## src/rtl/ldst_mmio_bridge_if.sv

```systemverilog
// rtl/ldst_mmio_bridge_if.sv - CPU load/store port and data-memory port bundle
interface ldst_mmio_bridge_if;
    logic [15:0] i_ldst_addr;
    logic        i_ldst_rd;
    logic        i_ldst_wr;
    logic [15:0] i_ldst_wrdata;
    logic [15:0] o_ldst_rddata;
    logic [15:0] o_mem_addr;
    logic        o_mem_rd;
    logic        o_mem_wr;
    logic [15:0] o_mem_wrdata;
    logic [15:0] i_mem_rddata;

    modport slave (
        input  i_ldst_addr, i_ldst_rd, i_ldst_wr, i_ldst_wrdata, i_mem_rddata,
        output o_ldst_rddata, o_mem_addr, o_mem_rd, o_mem_wr, o_mem_wrdata
    );

    modport master (
        output i_ldst_addr, i_ldst_rd, i_ldst_wr, i_ldst_wrdata, i_mem_rddata,
        input  o_ldst_rddata, o_mem_addr, o_mem_rd, o_mem_wr, o_mem_wrdata
    );
endinterface

```

## src/rtl/ldst_mmio_bridge.sv

```systemverilog
// rtl/ldst_mmio_bridge.sv - load/store decoder with local timer and GPIO peripheral window
module ldst_mmio_bridge #(
    parameter logic [15:0] PERIPH_BASE = 16'hFF00,
    parameter int          GPIO_W      = 16
) (
    input  logic              clk,
    input  logic              reset,
    ldst_mmio_bridge_if.slave bus,
    input  logic [GPIO_W-1:0] i_gpio,
    output logic [GPIO_W-1:0] o_gpio,
    output logic              o_irq
);
    logic [2:0]        ctrl_q, ctrl_d;
    logic [15:0]       prescale_q, prescale_d;
    logic [15:0]       count_q, count_d;
    logic [15:0]       reload_q, reload_d;
    logic              expired_q, expired_d;
    logic [GPIO_W-1:0] gpio_out_q, gpio_out_d;
    logic [GPIO_W-1:0] sync1_q, sync2_q;
    logic [15:0]       pre_cnt_q, pre_cnt_d;
    logic [15:0]       rd_q, rd_d;
    logic              src_periph_q, rd_pend_q;
    logic [15:0]       rddata_q;

    logic        hit, wr_p, tick, count_wr, expire;
    logic [3:0]  off;

    assign hit      = (bus.i_ldst_addr[15:4] == PERIPH_BASE[15:4]);
    assign off      = bus.i_ldst_addr[3:0];
    assign wr_p     = bus.i_ldst_wr & hit;
    assign tick     = ctrl_q[0] && (pre_cnt_q == prescale_q);
    assign count_wr = wr_p && (off == 4'd2);
    // A CPU write to COUNT overrides everything the tick would have done.
    assign expire   = tick && (count_q == 16'd0) && !count_wr;

    assign bus.o_mem_addr   = bus.i_ldst_addr;
    assign bus.o_mem_rd     = bus.i_ldst_rd & ~hit;
    assign bus.o_mem_wr     = bus.i_ldst_wr & ~hit;
    assign bus.o_mem_wrdata = bus.i_ldst_wrdata;

    assign bus.o_ldst_rddata = rd_pend_q ? (src_periph_q ? rd_q : bus.i_mem_rddata) : rddata_q;
    assign o_gpio = gpio_out_q;
    assign o_irq  = expired_q & ctrl_q[2];

    always_comb begin
        rd_d = 16'd0;
        case (off)
            4'd0:    rd_d = {13'd0, ctrl_q};
            4'd1:    rd_d = prescale_q;
            4'd2:    rd_d = count_q;
            4'd3:    rd_d = reload_q;
            4'd4:    rd_d = {15'd0, expired_q};
            4'd5:    rd_d = 16'(gpio_out_q);
            4'd6:    rd_d = 16'(sync2_q);
            default: rd_d = 16'd0;
        endcase
    end

    always_comb begin
        ctrl_d     = ctrl_q;
        prescale_d = prescale_q;
        count_d    = count_q;
        reload_d   = reload_q;
        expired_d  = expired_q;
        gpio_out_d = gpio_out_q;
        pre_cnt_d  = 16'd0;

        if (ctrl_q[0] && !tick)
            pre_cnt_d = pre_cnt_q + 16'd1;

        if (tick && !count_wr) begin
            if (count_q != 16'd0)
                count_d = count_q - 16'd1;
            else if (ctrl_q[1])
                count_d = reload_q;
            else
                ctrl_d[0] = 1'b0;
        end

        if (wr_p) begin
            case (off)
                4'd0: ctrl_d     = bus.i_ldst_wrdata[2:0];
                4'd1: prescale_d = bus.i_ldst_wrdata;
                4'd2: count_d    = bus.i_ldst_wrdata;
                4'd3: reload_d   = bus.i_ldst_wrdata;
                4'd4: if (bus.i_ldst_wrdata[0]) expired_d = 1'b0;
                4'd5: gpio_out_d = bus.i_ldst_wrdata[GPIO_W-1:0];
                default: ;
            endcase
        end

        // Expiry beats a simultaneous STATUS clear.
        if (expire)
            expired_d = 1'b1;
    end

    always_ff @(posedge clk or negedge reset) begin
        if (!reset) begin
            ctrl_q       <= '0;
            prescale_q   <= '0;
            count_q      <= '0;
            reload_q     <= '0;
            expired_q    <= 1'b0;
            gpio_out_q   <= '0;
            sync1_q      <= '0;
            sync2_q      <= '0;
            pre_cnt_q    <= '0;
            rd_q         <= '0;
            src_periph_q <= 1'b0;
            rd_pend_q    <= 1'b0;
            rddata_q     <= '0;
        end else begin
            ctrl_q     <= ctrl_d;
            prescale_q <= prescale_d;
            count_q    <= count_d;
            reload_q   <= reload_d;
            expired_q  <= expired_d;
            gpio_out_q <= gpio_out_d;
            sync1_q    <= i_gpio;
            sync2_q    <= sync1_q;
            pre_cnt_q  <= pre_cnt_d;
            rd_pend_q  <= bus.i_ldst_rd;
            rddata_q   <= bus.o_ldst_rddata;
            if (bus.i_ldst_rd) begin
                src_periph_q <= hit;
                if (hit)
                    rd_q <= rd_d;
            end
        end
    end
endmodule

```

## src/flat_wrapper.sv

```systemverilog
// flat-port wrapper written by rule: the top's interface ports become plain ports
module ldst_mmio_bridge_flat 
#(
    parameter logic [15:0] PERIPH_BASE = 16'hFF00,
    parameter int          GPIO_W      = 16
)
  (clk, reset, i_gpio, o_gpio, o_irq, bus_i_ldst_addr, bus_i_ldst_rd, bus_i_ldst_wr, bus_i_ldst_wrdata, bus_i_mem_rddata, bus_o_ldst_rddata, bus_o_mem_addr, bus_o_mem_rd, bus_o_mem_wr, bus_o_mem_wrdata);
  ldst_mmio_bridge_if bus_i ();
  input  logic clk;
  input  logic reset;
  input  logic [GPIO_W-1:0] i_gpio;
  output logic [GPIO_W-1:0] o_gpio;
  output logic o_irq;
  input wire logic [$bits(bus_i.i_ldst_addr)-1:0] bus_i_ldst_addr;
  input wire logic [$bits(bus_i.i_ldst_rd)-1:0] bus_i_ldst_rd;
  input wire logic [$bits(bus_i.i_ldst_wr)-1:0] bus_i_ldst_wr;
  input wire logic [$bits(bus_i.i_ldst_wrdata)-1:0] bus_i_ldst_wrdata;
  input wire logic [$bits(bus_i.i_mem_rddata)-1:0] bus_i_mem_rddata;
  output wire logic [$bits(bus_i.o_ldst_rddata)-1:0] bus_o_ldst_rddata;
  output wire logic [$bits(bus_i.o_mem_addr)-1:0] bus_o_mem_addr;
  output wire logic [$bits(bus_i.o_mem_rd)-1:0] bus_o_mem_rd;
  output wire logic [$bits(bus_i.o_mem_wr)-1:0] bus_o_mem_wr;
  output wire logic [$bits(bus_i.o_mem_wrdata)-1:0] bus_o_mem_wrdata;
  assign bus_i.i_ldst_addr = bus_i_ldst_addr;
  assign bus_i.i_ldst_rd = bus_i_ldst_rd;
  assign bus_i.i_ldst_wr = bus_i_ldst_wr;
  assign bus_i.i_ldst_wrdata = bus_i_ldst_wrdata;
  assign bus_i.i_mem_rddata = bus_i_mem_rddata;
  assign bus_o_ldst_rddata = bus_i.o_ldst_rddata;
  assign bus_o_mem_addr = bus_i.o_mem_addr;
  assign bus_o_mem_rd = bus_i.o_mem_rd;
  assign bus_o_mem_wr = bus_i.o_mem_wr;
  assign bus_o_mem_wrdata = bus_i.o_mem_wrdata;
  ldst_mmio_bridge #(.PERIPH_BASE(PERIPH_BASE), .GPIO_W(GPIO_W)) u_core (.clk(clk), .reset(reset), .bus(bus_i), .i_gpio(i_gpio), .o_gpio(o_gpio), .o_irq(o_irq));
endmodule
```

## config.mk

```make
export PLATFORM = sky130hd
export DESIGN_NAME = ldst_mmio_bridge_flat
export DESIGN_NICKNAME = d
export VERILOG_FILES = /design/src/rtl/ldst_mmio_bridge_if.sv /design/src/rtl/ldst_mmio_bridge.sv /design/src/flat_wrapper.sv
export SDC_FILE = /design/constraint.sdc
export NUM_CORES = 1
export LEC_CHECK = 0
export BUFFER_PORTS_ARGS = -buffer_cell sky130_fd_sc_hd__buf_2
export CORE_ASPECT_RATIO = 0.8
export CORE_MARGIN = 1.5
export CORE_UTILIZATION = 56
export CTS_BUF_LIST = sky130_fd_sc_hd__clkbuf_16
export DETAILED_ROUTE_END_ITERATION = 7
export MAX_ROUTING_LAYER = met4
export PLACE_DENSITY = 0.8
export SLEW_MARGIN = 20
export SYNTH_ARGS = -nofsm -noshare
export SYNTH_HDL_FRONTEND = slang
export SYNTH_SLANG_ARGS = --single-unit
export TNS_END_PERCENT = 10
```

## constraint.sdc

```tcl
create_clock -name clk -period 2.5 [get_ports clk]
set_clock_uncertainty 0.15 [all_clocks]
set_input_delay 0.25 -clock clk [delete_from_list [all_inputs] [get_ports clk]]
set_output_delay 0.25 -clock clk [all_outputs]
set_load 0.1 [all_outputs]
```

-- Word level (Yosys, flattened, before mapping)
Cells that the tools add are included.
- register bits after elaboration: 150
- input port bits: 68
- output and inout port bits: 67
- logic and storage cells: 67
- $add $sub $neg: 2
- eq/ne operators: 8
- multiplexer cells: 18
- bitwise gates (word level): 5
- reduce and logical (&&, ||, !) cells: 20
- operator list (operator ; count):
    $mux W16 ; 8
    $pmux W16 S7 ; 1
    $add A16 B1 Y16 const B ; 1
    $eq A16 B16 Y1 ; 1
    $logic_not A16 Y1 ; 1
    $reduce_bool A16 Y1 ; 1
    $sub A16 B1 Y16 const B ; 1
    $eq A12 B12 Y1 const B ; 1
    $eq A4 B3 Y1 const B ; 3
    $reduce_and A2 Y1 ; 5
    $mux W1 ; 9
    $eq A4 B2 Y1 const B ; 2
    $logic_and A1 B1 Y1 ; 6
    $reduce_bool A2 Y1 ; 3
    $and A1 B1 Y1 ; 4
    $eq A4 B1 Y1 const B ; 1
    $logic_not A4 Y1 ; 1
    $reduce_and A3 Y1 ; 1
    $logic_not A1 Y1 ; 2
    $not A1 Y1 ; 1

-- Depth between registers and ports, before layout
Gate-level depths: netlist (run 1).
- depth after elaboration: 8
- gate-level depth with buffers: 10
- gate-level depth less buffers: 8

-- Worst setup path before layout (run 1)
OpenSTA, ideal clock, no wires.
- path type: register to register
- from: register u_core.src_periph_q
- to: register u_core.rddata_q[14]
- arrival: 2.794 ns
- required time: 2.063 ns
- path slack: -0.731 ns
- stages on the path, launching flop included: 5
- path buffers: 2
- period minus slack after synthesis: 3.231 ns
- cells stage by stage: dfrtp_1 > clkbuf_1 > clkbuf_1 > mux2i_1 > a21oi_1
- cells in the longest elaborated chain, start to end: 2
- ends and longest elaborated chain (element ; line ; source):
    start, declared ; ldst_mmio_bridge.sv:22 ; logic src_periph_q, rd_pend_q;
    start signal, assigned ; ldst_mmio_bridge.sv:125 ; src_periph_q <= hit;
    $mux W16 (2 in series) ; ldst_mmio_bridge.sv:41 ; assign bus.o_ldst_rddata = rd_pend_q ? (src_periph_q ? rd_q : bus.i_mem_rddata) : rddata_q;
    net bus_o_ldst_rddata[14] ; flat_wrapper.sv:19 ; output wire logic [$bits(bus_i.o_ldst_rddata)-1:0] bus_o_ldst_rddata;
    end signal, assigned ; ldst_mmio_bridge.sv:123 ; rddata_q <= bus.o_ldst_rddata;
    end, declared ; ldst_mmio_bridge.sv:23 ; logic [15:0] rddata_q;
The timed path passes the listed nets, and every way through them passes these cells.
A chain may end at the register's enable or synchronous reset.

-- Worst setup path in the final report (run 1)
- from: register u_core.count_q[1]
- to: register u_core.ctrl_q[0]
- cells in the longest elaborated chain, start to end: 5
- ends and longest elaborated chain (element ; line ; source):
    start, declared ; ldst_mmio_bridge.sv:15 ; logic [15:0] count_q, count_d;
    start signal, assigned ; ldst_mmio_bridge.sv:115 ; count_q <= count_d;
    $reduce_bool A16 Y1 (*) ; ldst_mmio_bridge.sv:72 ; if (count_q != 16'd0)
    $mux W1 (*) ; ldst_mmio_bridge.sv:72 ;
    $mux W1 (*) ; ldst_mmio_bridge.sv:71 ; if (tick && !count_wr) begin
    $mux W1 ; ldst_mmio_bridge.sv:81 ; case (off)
    $mux W1 (*) ; ldst_mmio_bridge.sv:80 ; if (wr_p) begin
    net u_core.ctrl_d[0] ; ldst_mmio_bridge.sv:13 ; logic [2:0] ctrl_q, ctrl_d;
    end signal, assigned ; ldst_mmio_bridge.sv:113 ; ctrl_q <= ctrl_d;
    end, declared ; ldst_mmio_bridge.sv:13 ;
Mark *: on every way through the listed nets, which the timed path passes. The rest lies on a longest branch.

==> results by group, run 1 <==
Run status
  • Status: finished, final reports clean

Place
  • Port-buffer cells: 134
  • HPWL after DPL: 14200 um
  • Placed insts: 914
  • GP Congestion: 0.927

Setup path
  • Endpoint arrival time on the critical path: 2.48 ns
  • Req. time, crit path: 2.65 ns
  • Reg-to-reg slack, setup: 0.17 ns
  • Reg2reg start: u_core.count_q[1]$_DFF_PN0_
  • R2R Path End: u_core.ctrl_q[0]$_DFF_PN0_
  • Critical path origin: u_core.count_q[1]$_DFF_PN0_
  • Crit start category: register
  • Reg2reg path depth: 7
  • CP max FO: 4
  • Critical path type: register to register
  • Critical Path End Type: register

Floorplanning
  • Std cell rows: 36
  • Die ar.: 13600 um^2
  • Initial Util: 58.4%
  • # IOs: 135
  • Die Ht: 104 um
  • DIE WIDTH: 130 um
  • Core area: 12300 um^2

Timing
  • Final Hold Vio Count: 0
  • Final min period: 2.33 ns
  • Max Fclk: 0.430 GHz
  • Worst slew pin tran: 1.02 ns
  • Fin. max-slew vios: 0
  • Hold_ws: 0.0159 ns
  • # setup viols final: 0
  • RSZ-0062 raised after global routing: no
  • Relative slew slack: 31.7%
  • Setup TNS: 0 ns
  • Final worst path period share: 93.1%

Layout
  • Storage cell area: 3750 um^2
  • Fill cells: 882
  • Multi-input gate area: 3060 um^2
  • Area grow syn2layout: 23.5%
  • Nets@finish: 860
  • Share of cells above drive strength 1: 34.0%
  • Final cell count without fillers: 973
  • Diodes inserted: 0

Drt
  • Final WL: 19600 um
  • WL/cell: 20.1 um
  • ANT nets after route: 0
  • Vias per inst: 5.90
  • DRT iter0 DRCs: 558
  • Pre-antenna DRT Iters: 5
  • Final routed DRC violation total: 0
  • Vias: 5745

Global route
  • Total gr overflow: 0
  • Gr usage total: 31.0%
  • Initial antenna violation count: 0
  • First-pass GRT wire length: 30600 um
  • Vias in the first global route: 5666
  • Largest net degree at the start of global routing: 60

Yosys
  • Synthesized area per cell: 11.3 um^2
  • Syn nets: 710
  • Register area share after synthesis: 52.1%
  • Post-Syn Instances: 639
  • Ys flop type: dfrtp_1
  • Most frequent cells after synthesis: dfrtp_1, nor2_1, mux2_2
  • Yosys top cell area share: 52.1%
  • Synth unique cells: 58
  • Mapped cell area: 7200 um^2
  • Count leader, synth: dfrtp_1
  • Seq cells post-synth: 150
  • Largest area contributor in the synthesized netlist: dfrtp_1
  • Number of synthesized flops with an enable pin: 0
  • Ys async rst share: 100%
  • Top cells by area, synth: dfrtp_1, mux2_2, buf_4, xor2_1, mux2i_1
  • Yosys warns: 0

Pwr
  • Leakage: 4.26 nW
  • Worst vdd ir: 0.524 mV
  • Pwr Density: 622 nW/um^2

Worst hold path
  • Hold endpoint: u_core.o_gpio[8]$_DFFE_PN0P_
  • Min-delay src: bus_i_ldst_wrdata[8]
  • WHS Path Cells: 2
  • Hold/Removal Path Class: input port to register

Clock network
  • Worst skew pair latency: 0.43 ns
  • Clock Path Buffers: 2
  • # H-tree levels: 4
  • CTS tree: done
  • Clk Tree Root Cell: clkbuf_16
  • Clk pin slew, worst setup/hold paths: 0.06 ns
  • CTS sink cnt: 150
  • Total CTS buffers: 17

Job
  • Max-Cap Viols: 0
==> logic make-up (layout without fill, tap and decap cells) <==
kind of cell               Yosys count  after routing  share of synthesized area [%]
DFF                                150            150                           52.1
AOI/OAI and AO/OA                  118            118                           11.8
buffers and inverters               71            234                           6.06
xor gates and xnor gates            36             36                           4.38
adders and majority gates            3              3                          0.521
and+or+nand+nor                    188            188                           13.6
muxes                               73             73                           11.5
==> how the worst max path moves through the flow <==
| stage | to |
|---|---|
| floorplan | u_core.rddata_q[2]$_DFF_PN0_ |
| global placement | u_core.prescale_q[8]$_DFFE_PN0P_ |
| detailed placement | u_core.reload_q[2]$_DFFE_PN0P_ |
| CTS | bus_o_mem_rd |
| global route | u_core.count_q[2]$_DFF_PN0_ |
| finish | u_core.ctrl_q[0]$_DFF_PN0_ |
==> stage by stage <==
stage | setup slack [ns] | area [um^2] | util (%) | power [mW]
6_report | 0.173 | 8900 | 72.1 | 5.53
5_1_grt | 0.0624 | 8900 | 72.1 | 5.73
4_1_cts | 0.194 | 8880 | 71.9 | 5.56
3_5_place_dp | 0.142 | 8090 | 65.6 | 3.27
3_3_place_gp | 0.173 | 8090 | 65.6 | 3.25
2_1_floorplan | -0.240 | 7250 | - | 3.05
==> where the power goes <==
group	internal [mW]	switching, mW
Combinational	0.168	0.586
Sequential	2.48	0.0215
Clock	1.26	1.01
==> cell usage in the layout, fill, tap and decap left out, types with 23 or more instances in the layout <==
cell type,netlist,final
dlygate4sd3_1,0,27
mux2i_1,23,23
nand2_1,39,39
nor2_1,58,58
buf_2,4,128
mux2_2,40,40
xor2_1,30,30
dfrtp_1,150,149
buf_4,39,33
==> state kept, by name (all words and copies together) (netlist names) <==
signal               flops
u_core.prescale_q       16
u_core.sync1_q          16
u_core.expired_q         1
u_core.pre_cnt_q        16
u_core.count_q          16
u_core.rd_q             16
u_core.rddata_q         16
u_core.o_gpio           16
u_core.ctrl_q            3
u_core.rd_pend_q         1
u_core.reload_q         16
u_core.src_periph_q      1
u_core.sync2_q          16
==> worst max-delay path: stages (launching register included) <==
cell     delay, ns
dfrtp_1       0.38
inv_1         0.13
ha_1          0.20
or4b_1        0.42
or3_1         0.43
nor2_1        0.19
and3_1        0.23
o22ai_1       0.08
==> routing by layer <==
metal,vias up,track usage (%),wire (um)
met5,-,-,0
met4,0,8.41,348
met3,32,10.1,1980
met2,310,45.2,8910
met1,2823,41.8,8340
li1,2580,-,-
==> area by class of cell <==
type	instances	share of cell area, %
timing repair buffer	196	14.7
clock inverter	15	1.18
tap	171	2.41
sequential	150	42.2
multi-input combinational	418	34.4
inverter	6	0.253
clock buffer	17	4.78
==> timing repair <==
| action | CTS | global route |
|---|---|---|
| hold endpoints to repair | 103 | 3 |
| endpoints found under the setup margin | 4 | 0 |
| gates resized for setup | 1 | 0 |
| hold buffers | 25 | 2 |
| buffers inserted | 0 | 0 |
No activity file was read; power rests on OpenSTA's default activity.
==> run 2: changes to the inputs <==
RECOVER_POWER = 25   (was default)
==> results by group, run 2 (synthesized netlist as in run 1, its figures left out) <==
Layout
  • Commonest non-fill, non-tap cell in the layout: dfrtp_1
  • Nets@finish: 860
  • Final design utilization: 71.8%
  • Design area: 8860 um^2
  • Share of cells above drive strength 1: 32.4%
  • Diodes inserted: 0
  • Fill cells: 891
  • Area grow syn2layout: 23.0%
  • Commonest non-fill, non-tap cells in the layout: dfrtp_1, buf_2, nor2_1

Global route
  • Initial antenna violation count: 0
  • Largest net degree at the start of global routing: 60
  • Vias in the first global route: 5666
  • Gr usage total: 31.0%
  • First-pass GRT wire length: 30600 um
  • Total gr overflow: 0

Setup path
  • Reg2reg start: u_core.count_q[1]$_DFF_PN0_
  • Req. time, crit path: 2.65 ns
  • Crit start category: register
  • CP max FO: 4
  • Critical Path End Type: register
  • R2R Path End: u_core.ctrl_q[0]$_DFF_PN0_
  • Endpoint arrival time on the critical path: 2.48 ns
  • Critical path type: register to register
  • Reg2reg path depth: 7
  • Reg-to-reg slack, setup: 0.16 ns

Place
  • GP Congestion: 0.927
  • DP Area: 8090 um^2
  • Port-buffer cells: 134
  • DP Worst Slack: 0.142 ns
  • HPWL after DPL: 14200 um

Timing
  • Worst slew pin tran: 1.18 ns
  • Final Hold Vio Count: 0
  • RSZ-0062 raised after global routing: no
  • Final worst path period share: 93.4%
  • Max Fclk: 0.428 GHz
  • Final min period: 2.34 ns
  • Fin. max-slew vios: 0
  • Relative slew slack: 21.7%
  • # setup viols final: 0
  • Worst Setup Slack, final: 0.165 ns

Pwr
  • Pwr Density: 623 nW/um^2
  • Leakage: 4.22 nW
  • Worst vdd ir: 0.524 mV

Clock network
  • # H-tree levels: 4
  • Clk pin slew, worst setup/hold paths: 0.06 ns
  • Clock Path Buffers: 2
  • Total CTS buffers: 17
  • Worst skew pair latency: 0.42 ns
  • CTS sink cnt: 150
  • CTS tree: done
  • Clk Tree Root Cell: clkbuf_16

Floorplanning
  • Die ar.: 13600 um^2
  • Std cell rows: 36
  • DIE WIDTH: 130 um
  • Initial Util: 58.4%
  • # IOs: 135
  • Core area: 12300 um^2
  • Die Ht: 104 um

Drt
  • DRT iter0 DRCs: 545
  • Vias: 5781
  • Final routed DRC violation total: 0
  • Vias per inst: 5.94
  • ANT nets after route: 0
  • Final WL: 19700 um
  • Pre-antenna DRT Iters: 6
  • WL/cell: 20.2 um

Worst hold path
  • WHS Path Cells: 3
  • Hold/Removal Path Class: input port to register
  • Min-delay src: bus_i_mem_rddata[9]
  • Hold endpoint: u_core.rddata_q[9]$_DFF_PN0_

Job
  • Max-Cap Viols: 0

Run status
  • Status: finished, final reports clean
## run 2: cell count changes in the layout (fill, tap and decap cells not counted), sizes merged
cell | previous run | this run
buf | 169 | 153
clkbuf | 17 | 33
## run 2: how the worst max path moves through the flow
stage	start	endpoint	slack, ns
6_report	u_core.count_q[1]$_DFF_PN0_	u_core.ctrl_q[0]$_DFF_PN0_	0.16
5_1_grt	reset	u_core.sync2_q[15]$_DFF_PN0_	0.04
4_1_cts	bus_i_ldst_addr[5]	bus_o_mem_rd	0.19
3_5_place_dp	bus_i_ldst_addr[5]	u_core.reload_q[2]$_DFFE_PN0P_	0.14
3_3_place_gp	bus_i_ldst_addr[5]	u_core.prescale_q[8]$_DFFE_PN0P_	0.17
2_1_floorplan	u_core.src_periph_q$_DFFE_PN0P_	u_core.rddata_q[2]$_DFF_PN0_	-0.24
## run 2: what timing repair did
action	4_1_cts	5_1_grt
buffers inserted	0	0
endpoints found under the hold margin	103	3
gates resized for setup	1	0
setup endpoints to repair	4	0
hold buffers	25	2
## run 2: cell type report
class	instances	area [um^2]	share of cell area [%]
Clock buffer	17	425	4.80
Clock inverter	15	105	1.19
Inverter	6	22.5	0.254
Multi-Input combinational cell	418	3060	34.6
Sequential cell	150	3750	42.4
Tap cell	171	214	2.41
Timing Repair Buffer	196	1270	14.4
## run 2: stage by stage
| stage | std cells | total power, mW | setup TNS, ns | hold slack [ns] |
|---|---|---|---|---|
| global route | 973 | 5.72 | 0 | 0.00462 |
| global placement | 914 | 3.25 | 0 | 0.0317 |
| floorplan | 639 | 3.05 | -3.68 | -0.196 |
| detailed placement | 914 | 3.27 | 0 | 0.0341 |
| finish | 973 | 5.52 | 0 | 0.0195 |
| CTS | 971 | 5.56 | 0 | 0.00166 |
## run 2: metal layers
layer | track usage, % | part of all wire [%] | up-vias
met1 | 41.8 | 43 | 2843
li1 | - | - | 2586
met3 | 10.1 | 10 | 26
met5 | - | 0 | -
met4 | 8.41 | 1.3 | 0
met2 | 45.2 | 46 | 326
## run 2: report_power, final
part           switching [mW]  internal [mW]  total (mW)
sequential             0.0214           2.48        2.50
combinational           0.586          0.162       0.748
clock                    1.01           1.26        2.28
total                    1.62           3.91        5.52
## run 2: worst max-delay path, stage by stage, from the launching register on
cell and delay [ns]:
dfrtp_1 0.38, inv_1 0.13, ha_1 0.20, or4b_1 0.42, or3_1 0.43, nor2_1 0.19, and3_1 0.23, o22ai_1 0.08
